==> src/rtl/cart_mem_responder.sv <==
// cart_mem_responder: serves cartridge ROM strobes from a one-word buffer
// and forwards misses and writes to a req/ack word-wide memory backend.
// Ports: mclk/rst_n (async active-low); rom_* mapper side (byte address,
//   write data, active-low ce/oe/we, rom_word 16/8-bit select, rom_q read
//   data); mem_* backend side (word address, write data, byte enables,
//   req/we qualifiers, read data, one-cycle ack); busy while work is queued.
// Option: define CART_MEM_PREFETCH_EN to prefetch word tag+1 into a second
//   buffer after each demand read.
module cart_mem_responder #(
    parameter int ADDR_W = 24
) (
    input  logic              mclk,
    input  logic              rst_n,
    input  logic [ADDR_W-1:0] rom_addr,
    input  logic [15:0]       rom_d,
    input  logic              rom_ce_n,
    input  logic              rom_oe_n,
    input  logic              rom_we_n,
    input  logic              rom_word,
    output logic [15:0]       rom_q,
    output logic [ADDR_W-2:0] mem_addr,
    output logic [15:0]       mem_dout,
    output logic [1:0]        mem_be,
    output logic              mem_req,
    output logic              mem_we,
    input  logic [15:0]       mem_din,
    input  logic              mem_ack,
    output logic              busy
);
    localparam int WA = ADDR_W - 1;

    typedef enum logic [1:0] {IDLE, RD_WAIT, WR_WAIT} state_t;

    state_t        state_q, state_d;
    logic [WA-1:0] addr_q, addr_d;
    logic [15:0]   dout_q, dout_d;
    logic [1:0]    be_q, be_d;
    logic          req_q, req_d;
    logic          we_q, we_d;
    logic [15:0]   buf_q, buf_d;
    logic [WA-1:0] tag_q, tag_d;
    logic          bv_q, bv_d;
    logic          pv_q, pv_d;
    logic          pwe_q, pwe_d;
    logic [WA-1:0] paddr_q, paddr_d;
    logic [15:0]   pdout_q, pdout_d;
    logic [1:0]    pbe_q, pbe_d;
    logic          we_n_q;

`ifdef CART_MEM_PREFETCH_EN
    localparam logic [WA-1:0] WONE = {{(WA-1){1'b0}}, 1'b1};
    logic [15:0]   pfb_q, pfb_d;
    logic [WA-1:0] pft_q, pft_d;
    logic          pfv_q, pfv_d;
    logic          pfc_q, pfc_d;
    logic          do_pf;
    logic [WA-1:0] pf_addr;
`endif

    logic [WA-1:0] waddr;
    logic          rd_act, wr_trig, rd_trig, hit, covered, pf_hit;
    logic          nt_v;
    logic [1:0]    nt_be;
    logic [15:0]   nt_dout;
    logic [7:0]    bsel;
    logic          do_nt, do_pend, keep_nt;

    assign waddr   = rom_addr[ADDR_W-1:1];
    assign rd_act  = !rom_ce_n && !rom_oe_n;
    assign wr_trig = we_n_q && !rom_we_n && !rom_ce_n;
    assign hit     = bv_q && (tag_q == waddr);
    // A word already in flight or queued as a read is not requested again.
    assign covered = (state_q == RD_WAIT && addr_q == waddr) ||
                     (pv_q && !pwe_q && paddr_q == waddr);
`ifdef CART_MEM_PREFETCH_EN
    assign pf_hit  = pfv_q && (pft_q == waddr);
`else
    assign pf_hit  = 1'b0;
`endif
    assign rd_trig = rd_act && !hit && !pf_hit && !covered;
    assign nt_v    = wr_trig || rd_trig;
    assign nt_be   = (wr_trig && !rom_word) ?
                     (rom_addr[0] ? 2'b10 : 2'b01) : 2'b11;
    assign nt_dout = !wr_trig ? 16'h0000 :
                     rom_word ? rom_d : {2{rom_d[7:0]}};

    assign bsel     = rom_addr[0] ? buf_q[15:8] : buf_q[7:0];
    assign rom_q    = rom_word ? buf_q : {bsel, bsel};
    assign mem_addr = addr_q;
    assign mem_dout = dout_q;
    assign mem_be   = be_q;
    assign mem_req  = req_q;
    assign mem_we   = we_q;
    assign busy     = (state_q != IDLE) || pv_q;

    always_comb begin
        state_d = state_q;
        addr_d  = addr_q;
        dout_d  = dout_q;
        be_d    = be_q;
        req_d   = req_q;
        we_d    = we_q;
        buf_d   = buf_q;
        tag_d   = tag_q;
        bv_d    = bv_q;
        pv_d    = pv_q;
        pwe_d   = pwe_q;
        paddr_d = paddr_q;
        pdout_d = pdout_q;
        pbe_d   = pbe_q;
        do_nt   = 1'b0;
        do_pend = 1'b0;
        keep_nt = 1'b0;
`ifdef CART_MEM_PREFETCH_EN
        pfb_d   = pfb_q;
        pft_d   = pft_q;
        pfv_d   = pfv_q;
        pfc_d   = pfc_q;
        do_pf   = 1'b0;
        pf_addr = pft_q + WONE;
        // Promotion runs first so a prefetch ack this cycle is not lost.
        if (rd_act && pf_hit && !hit) begin
            buf_d = pfb_q;
            tag_d = pft_q;
            bv_d  = 1'b1;
            pfv_d = 1'b0;
            if (state_q == IDLE && !nt_v) begin
                do_pf = 1'b1;
            end
        end
`endif
        unique case (state_q)
            IDLE: begin
                do_nt = nt_v;
            end
            RD_WAIT, WR_WAIT: begin
                if (mem_ack) begin
                    if (state_q == RD_WAIT) begin
`ifdef CART_MEM_PREFETCH_EN
                        if (pfc_q) begin
                            pfb_d = mem_din;
                            pft_d = addr_q;
                            pfv_d = 1'b1;
                        end else begin
                            buf_d = mem_din;
                            tag_d = addr_q;
                            bv_d  = 1'b1;
                        end
`else
                        buf_d = mem_din;
                        tag_d = addr_q;
                        bv_d  = 1'b1;
`endif
                    end
                    if (pv_q) begin
                        do_pend = 1'b1;
                        keep_nt = nt_v;
                    end else if (nt_v) begin
                        do_nt = 1'b1;
`ifdef CART_MEM_PREFETCH_EN
                    end else if (state_q == RD_WAIT && !pfc_q) begin
                        do_pf   = 1'b1;
                        pf_addr = addr_q + WONE;
`endif
                    end else begin
                        state_d = IDLE;
                        req_d   = 1'b0;
                        we_d    = 1'b0;
                    end
                end else if (nt_v && !(pv_q && pwe_q)) begin
                    // A queued write is never displaced.
                    keep_nt = 1'b1;
                end
            end
            default: begin
                state_d = IDLE;
            end
        endcase

        if (do_pend) begin
            pv_d = 1'b0;
        end
        if (keep_nt) begin
            pv_d    = 1'b1;
            pwe_d   = wr_trig;
            paddr_d = waddr;
            pdout_d = nt_dout;
            pbe_d   = nt_be;
        end

        if (do_nt) begin
            state_d = wr_trig ? WR_WAIT : RD_WAIT;
            addr_d  = waddr;
            dout_d  = nt_dout;
            be_d    = nt_be;
            req_d   = 1'b1;
            we_d    = wr_trig;
        end
        if (do_pend) begin
            state_d = pwe_q ? WR_WAIT : RD_WAIT;
            addr_d  = paddr_q;
            dout_d  = pdout_q;
            be_d    = pbe_q;
            req_d   = 1'b1;
            we_d    = pwe_q;
        end
`ifdef CART_MEM_PREFETCH_EN
        pfc_d = do_pf ? 1'b1 : ((do_nt || do_pend) ? 1'b0 : pfc_d);
        if (do_pf) begin
            state_d = RD_WAIT;
            addr_d  = pf_addr;
            dout_d  = 16'h0000;
            be_d    = 2'b11;
            req_d   = 1'b1;
            we_d    = 1'b0;
        end
        if (wr_trig && pfv_d && pft_d == waddr) begin
            if (nt_be[0]) pfb_d[7:0]  = nt_dout[7:0];
            if (nt_be[1]) pfb_d[15:8] = nt_dout[15:8];
        end
`endif
        // Merge against the post-completion buffer so a same-cycle
        // read fill cannot hide an accepted write.
        if (wr_trig && bv_d && tag_d == waddr) begin
            if (nt_be[0]) buf_d[7:0]  = nt_dout[7:0];
            if (nt_be[1]) buf_d[15:8] = nt_dout[15:8];
        end
    end

    always_ff @(posedge mclk or negedge rst_n) begin
        if (!rst_n) begin
            state_q <= IDLE;
            addr_q  <= '0;
            dout_q  <= '0;
            be_q    <= '0;
            req_q   <= 1'b0;
            we_q    <= 1'b0;
            buf_q   <= '0;
            tag_q   <= '0;
            bv_q    <= 1'b0;
            pv_q    <= 1'b0;
            pwe_q   <= 1'b0;
            paddr_q <= '0;
            pdout_q <= '0;
            pbe_q   <= '0;
            we_n_q  <= 1'b1;
`ifdef CART_MEM_PREFETCH_EN
            pfb_q   <= '0;
            pft_q   <= '0;
            pfv_q   <= 1'b0;
            pfc_q   <= 1'b0;
`endif
        end else begin
            state_q <= state_d;
            addr_q  <= addr_d;
            dout_q  <= dout_d;
            be_q    <= be_d;
            req_q   <= req_d;
            we_q    <= we_d;
            buf_q   <= buf_d;
            tag_q   <= tag_d;
            bv_q    <= bv_d;
            pv_q    <= pv_d;
            pwe_q   <= pwe_d;
            paddr_q <= paddr_d;
            pdout_q <= pdout_d;
            pbe_q   <= pbe_d;
            we_n_q  <= rom_we_n;
`ifdef CART_MEM_PREFETCH_EN
            pfb_q   <= pfb_d;
            pft_q   <= pft_d;
            pfv_q   <= pfv_d;
            pfc_q   <= pfc_d;
`endif
        end
    end

endmodule

==> config.mk <==
export PLATFORM = sky130hd
export DESIGN_NAME = cart_mem_responder
export DESIGN_NICKNAME = d
export VERILOG_FILES = /design/src/rtl/cart_mem_responder.sv
export SDC_FILE = /design/constraint.sdc
export NUM_CORES = 1
export LEC_CHECK = 0
export CAP_MARGIN = 20
export CORE_UTILIZATION = 54
export CTS_CLUSTER_DIAMETER = 80
export DETAILED_ROUTE_END_ITERATION = 10
export GPL_ROUTABILITY_DRIVEN = 0
export PLACE_DENSITY = 0.81
export SYNTH_ARGS = -nofsm -noshare
export SYNTH_HDL_FRONTEND = slang
export SYNTH_SLANG_ARGS = --single-unit
export TNS_END_PERCENT = 1
==> constraint.sdc <==
create_clock -name mclk -period 3.4 [get_ports mclk]
set_input_delay 0.68 -clock mclk [delete_from_list [all_inputs] [get_ports mclk]]
set_output_delay 0.68 -clock mclk [all_outputs]
set_load 0.05 [all_outputs]
==> flow_summary.ini, run 1 <==
[clock_network]
ctsResizeCount = 0
hold_buffers = 0
cts_setup_buffers = 0
clock_path_buffers = 2
clk_pin_slew_ns = 0.05
clkLatencyLatePin_ns = 0.42
clock-sinks = 129
cts_htree_levels = 4
cts_tree = built
cts_buffers = 17
root_buffer = clkbuf_16

[sta]
setup_viol = 0
clock_skew_ns = 0.00742
slew_viol_final = 0
min_period_ns = 3.21
rsz0062_at_grt = no
setup_slack_ns = 0.193
max_freq_ghz = 0.312
finalCritPeriodShare_pct = 94.3
hold_violations = 0
slew_headroom_pct = 52.5
max_slew.worst_pin.slew_ns = 0.711

[critical_path]
setup.worst_path.class = flop to flop
reg2reg_slack_ns = 0.19
regToRegStartpoint = state_q[0]$_DFFE_PN0P_
critPathCaptureType = flop
crit_path_start = state_q[0]$_DFFE_PN0P_
start_kind = flop
rr_worst_depth = 10
crit_arrival_ns = 3.55
crit_fanout = 13
r2r_end = buf_q[14]$_DFF_PN0_
crit_end = buf_q[14]$_DFF_PN0_
crit_required_ns = 3.74

[power_and_ir_drop]
power_density_nw_per_um2 = 973
seqPwrFrac_pct = 32.0
p_comb_share_pct = 47.6
peakVddDrop_mv = 0.640
power_switching_share_pct = 41.5
netSwitchingPower_uw = 3780
pwr-share-clk_pct = 20.5
p_int_uw = 5320
p_leak_uw = 0.00415

[global_route]
grt_overflow = 0
grt_pass1_wl_um = 29300
antenna_found_initial = 0
grt_max_degree = 58
grt_pass1_vias = 5700
track_usage_pct = 29.5

[route]
antenna_left = 0
routed_wl_um = 18500
firstDrtPassIters = 5
drt-vias-per-instance = 5.70
routedWlPerCell_um = 19.0
drc = 0
drt_iter0_markers = 398
num_vias = 5542

[synthesis]
avgSynthCellArea_um2 = 10.9
synth_top_area_share_pct = 45.4
synth_nets = 714
synth_cells = 648
synth-seq-area-share_pct = 45.7
synth_top_area_cell = dfrtp_1
ys_ff_latch = 129
ys_warn_count = 0
synth_area_um2 = 7060
synth_cell_type_count = 43
synthTopCellsByArea = dfrtp_1, mux2_2, xor2_1, nand2_1, mux2i_1

[floorplanning]
die_y_um = 116
coreArea_um2 = 12700
num_rows = 41
initial_core_util_pct = 55.7
dieArea_um2 = 13500
top_level_ports = 123
die_w_um = 116

[finish]
fin_cells = 973
drive_gt1_share_pct = 27.3
layout_common_cells = dfrtp_1, nand2_1, mux2_2
diodes = 0
synthToLayoutAreaGrowth_pct = 32.5
final_common_cell = dfrtp_1
nets = 854

[placed_design]
port_buffers = 122
placedCellCount = 941
post-dp-hpwl_um = 13400
dpl_worst_slack_ns = -0.123

[status]
status = completed

[job]
cap_violations = 0

[hold_path]
hp-class = primary input to asynchronous set/reset pin
## cell usage after synthesis
| library cell | instances |
|---|---|
| nand2b_1 | 3 |
| buf_1 | 4 |
| nor3b_1 | 1 |
| nand2_1 | 113 |
| o21a_1 | 2 |
| nor4_1 | 17 |
| a2111oi_4 | 1 |
| nor4_4 | 1 |
| nand4_1 | 9 |
| xnor2_2 | 1 |
| o31ai_1 | 3 |
| nor2_1 | 10 |
| or3b_2 | 1 |
| o21bai_1 | 1 |
| o21ai_0 | 22 |
| buf_4 | 1 |
| a22o_1 | 16 |
| mux2_2 | 106 |
| o21ai_1 | 1 |
| a21oi_1 | 6 |
| nand3_4 | 1 |
| o32ai_1 | 1 |
| clkbuf_1 | 44 |
| and3_1 | 1 |
| nand3_1 | 5 |
| dfrtp_1 | 128 |
| o31a_1 | 1 |
| or4_4 | 1 |
| mux2i_1 | 32 |
| o211ai_1 | 1 |
| xor2_1 | 69 |
| mux2_4 | 4 |
| nand3b_1 | 2 |
| o22ai_1 | 1 |
| a31oi_1 | 2 |
| inv_1 | 4 |
| buf_6 | 2 |
| ha_1 | 3 |
| buf_2 | 2 |
| dfstp_2 | 1 |
| xnor2_1 | 21 |
| o2111ai_1 | 1 |
| a21o_1 | 2 |
## cell families after synthesis
family	count (synthesis)	synth area share [%]
AND/OR/NAND/NOR	165	10.7
AO/OA/AOI/OAI	61	6.02
buffers and inverters	57	3.33
XOR/XNOR	91	11.4
flip-flops	129	45.7
adder cells (fa/ha/maj)	3	0.532
multiplexers	142	22.3
## registers in the layout (all words and copies together), names as in the netlist, 2 cells and up
name / cells
state_q: 2
mem_addr: 23
paddr_q: 23
mem_dout: 16
pdout_q: 16
buf_q: 16
tag_q: 23
pbe_q: 2
mem_be: 2
## power by group through the flow
stage	registers [µW]	clock network [µW]	logic, µW
finish	2910	1860	4330
detailed placement	2900	0	4300
CTS	2900	1880	4330
global route	3000	1950	4580
global placement	2860	0	4180
floorplan	3450	0	2320
## area by class of cell
class	count	area, µm²
clock buffer	22	474
clock inverter	10	133
fill	880	3310
inverter	4	15.0
multi-input combinational	462	3620
sequential	129	3230
tap	172	215
timing repair buffer	174	1670
## metal layers
layer	GRT usage, %	routed length, µm
met3	5.81	942
met1	38.9	8030
met4	13.2	505
met2	47.1	9010
met5	0	0
## critical path, cell delays in order (launching register included)
cell	delay, ns
dfrtp_1	0.40
inv_1	0.07
ha_1	0.34
nand3_4	0.23
mux2_2	0.39
xnor2_1	0.20
nand4_1	0.13
or4_4	0.59
a2111oi_4	0.39
buf_12	0.19
mux2i_1	0.19
## worst min path at each step
stage | from | end | slack (ns) | cells past startpoint
after global placement | pdout_q[8]$_DFFE_PN0P_ | pdout_q[8]$_DFFE_PN0P_ | 0.49 | 1
final | rst_n | mem_addr[3]$_DFFE_PN0P_ | 0.30 | 1
after detailed placement | pdout_q[14]$_DFFE_PN0P_ | pdout_q[14]$_DFFE_PN0P_ | 0.49 | 1
after floorplan | rst_n | buf_q[0]$_DFF_PN0_ | 0.38 | 0
after CTS | rst_n | mem_addr[3]$_DFFE_PN0P_ | 0.32 | 1
after global routing | rst_n | mem_addr[3]$_DFFE_PN0P_ | 0.34 | 1
## stage by stage
step	utilization (%)	TNS (ns)	total power (µW)	hold slack, ns	instance area [µm²]
finish	73.8	0	9100	0.295	9360
global route	73.8	0	9530	0.343	9360
CTS	73.8	0	9110	0.319	9360
detailed placement	69.1	-1.39	7190	0.493	8750
global placement	69.1	-0.435	7050	0.488	8750
floorplan	-	0	5770	0.384	7060
(Power assumes the default switching activity.)
==> run 2, diff against run 1 <==
--- a/config.mk
+++ b/config.mk
@@ -6,11 +6,11 @@
 export NUM_CORES = 1
 export LEC_CHECK = 0
 export CAP_MARGIN = 20
-export CORE_UTILIZATION = 54
+export CORE_UTILIZATION = 55
 export CTS_CLUSTER_DIAMETER = 80
 export DETAILED_ROUTE_END_ITERATION = 10
 export GPL_ROUTABILITY_DRIVEN = 0
-export PLACE_DENSITY = 0.81
+export PLACE_DENSITY = 0.83
 export SYNTH_ARGS = -nofsm -noshare
 export SYNTH_HDL_FRONTEND = slang
 export SYNTH_SLANG_ARGS = --single-unit
==> constraint.sdc (replaced) <==
create_clock -name mclk -period 3.9 [get_ports mclk]
set_input_delay 0.78 -clock mclk [delete_from_list [all_inputs] [get_ports mclk]]
set_output_delay 0.78 -clock mclk [all_outputs]
set_load 0.05 [all_outputs]
==> run 2 against run 1 <==
Compared with the run above: design area decreased by 2.7%; non-clock buffer count decreased by 25; clock power decreased by 14%; die area is 1.8% lower; cell count decreased by 2.6%; via count is 0.90% lower; clock skew increased by 0.0017 ns; first-iteration DRC count is 6.8% higher; worst hold slack improved by 0.15 ns; critical path type unchanged; highest routed layer unchanged.
==> flow_summary.ini, run 2 (synthesis gave the netlist of run 1 again) <==
[status]
status = completed

[critical_path]
crit_slowest_cell = or4_4
path_cells = inv_1, ha_1, nand3_4, buf_4, mux2_2, xnor2_1, nand2_1, or4_4, a2111oi_4, buf_4, mux2i_1
crit_required_ns = 4.23
regToRegStartpoint = state_q[0]$_DFFE_PN0P_
slowest_delay_ns = 0.47
crit_fanout = 19
critPathCaptureType = flop
critPathMostFrequentCell = buf_4
rr_worst_depth = 11
r2r_end = buf_q[11]$_DFF_PN0_
reg2reg_slack_ns = 0.23
start_kind = flop
setup.worst_path.class = flop to flop
crit_arrival_ns = 4.00

[sta]
slew_headroom_pct = 44.7
clock_skew_ns = 0.00914
finalCritPeriodShare_pct = 94.2
fin_setup_tns_ns = 0
min_period_ns = 3.67
slew_viol_final = 0
max_slew.worst_pin.slew_ns = 0.828
max_freq_ghz = 0.272
hold_violations = 0
rsz0062_at_grt = no
setup_viol = 0

[finish]
fin_cells = 948
drive_gt1_share_pct = 24.7
final_common_cell = dfrtp_1
layout_common_cells = dfrtp_1, nand2_1, mux2_2
synthToLayoutAreaGrowth_pct = 28.9
diodes = 0
nets = 829

[power_and_ir_drop]
finalPower_uw = 7850
power_density_nw_per_um2 = 862
peakVddDrop_mv = 0.560
p_leak_uw = 0.00402

[clock_network]
hold_buffers = 0
root_buffer = clkbuf_16
clock_path_buffers = 2
cts_htree_levels = 4
clock-sinks = 129
clk_pin_slew_ns = 0.05
cts_tree = built
clkLatencyLatePin_ns = 0.42
ctsResizeCount = 0
cts_buffers = 17
cts_setup_buffers = 0

[global_route]
grt_pass1_wl_um = 29900
antenna_found_initial = 0
grt_overflow = 0
grt_max_degree = 70
grt_pass1_vias = 5690
track_usage_pct = 30.1

[placed_design]
placedCellCount = 916
post-dp-hpwl_um = 13100
port_buffers = 122

[floorplanning]
dieArea_um2 = 13300
coreArea_um2 = 12600
initial_core_util_pct = 56.2
die_w_um = 115
top_level_ports = 123
die_y_um = 115
num_rows = 41

[route]
routedWlPerCell_um = 19.7
drt_iter0_markers = 425
num_vias = 5492
firstDrtPassIters = 5
drt-vias-per-instance = 5.79
antenna_left = 0
drc = 0
routed_wl_um = 18700

[job]
cap_violations = 0

[hold_path]
hp-class = primary input to asynchronous set/reset pin
==> run 2: cell types whose count changed in the layout (fill, tap and decap cells not counted), sizes merged <==
cell and change:
clkbuf +8, buf -25, clkinvlp -2, bufinv -2, clkinv -4
==> run 2: final cells by class <==
| class | count | area, µm² |
|---|---|---|
| inverter | 4 | 15.0 |
| timing repair buffer | 149 | 1420 |
| clock inverter | 2 | 37.5 |
| multi-input combinational | 462 | 3620 |
| tap | 172 | 215 |
| sequential | 129 | 3230 |
| clock buffer | 30 | 564 |
| fill | 854 | 3470 |
==> run 2: worst max path at each step <==
stage | from | endpoint | slack (ns) | cells after the start
finish | state_q[0]$_DFFE_PN0P_ | buf_q[11]$_DFF_PN0_ | 0.23 | 11
global route | state_q[0]$_DFFE_PN0P_ | buf_q[11]$_DFF_PN0_ | 0.08 | 11
CTS | state_q[0]$_DFFE_PN0P_ | buf_q[11]$_DFF_PN0_ | 0.24 | 11
floorplan | mem_ack | buf_q[10]$_DFF_PN0_ | 0.69 | 9
detailed placement | mem_ack | buf_q[11]$_DFF_PN0_ | 0.03 | 10
global placement | mem_ack | buf_q[10]$_DFF_PN0_ | 0.12 | 10
==> run 2: through the flow <==
step	utilization [%]	cell area (µm²)	setup slack (ns)	hold WS, ns
5_1_grt	72.4	9100	0.0845	0.505
6_report	72.4	9100	0.227	0.447
4_1_cts	72.4	9100	0.243	0.484
3_5_place_dp	67.6	8500	0.0347	0.492
3_3_place_gp	67.6	8500	0.119	0.487
2_1_floorplan	-	7060	0.685	0.471
==> run 2: where the power goes <==
part / internal [µW] / switching, µW
combinational: 1560 / 2140
clock: 1030 / 570
sequential: 1960 / 587
==> run 2: layer usage <==
layer	wire (µm)	GRT usage [%]	up-vias
li1	-	-	2473
met1	8080	40.0	2761
met2	9050	47.9	226
met3	1180	7.38	32
met4	391	11.2	0
met5	0	0	-
==> run 2: critical path: cells and delay by family, from the launching register on <==
family | cells | cell delay (ns)
buffers and inverters | 3 | 0.68
AND/OR/NAND/NOR | 3 | 0.86
AO/OA/AOI/OAI | 1 | 0.36
adder cells (fa/ha/maj) | 1 | 0.45
XOR/XNOR | 1 | 0.17
multiplexers | 2 | 0.64
flip-flops | 1 | 0.41
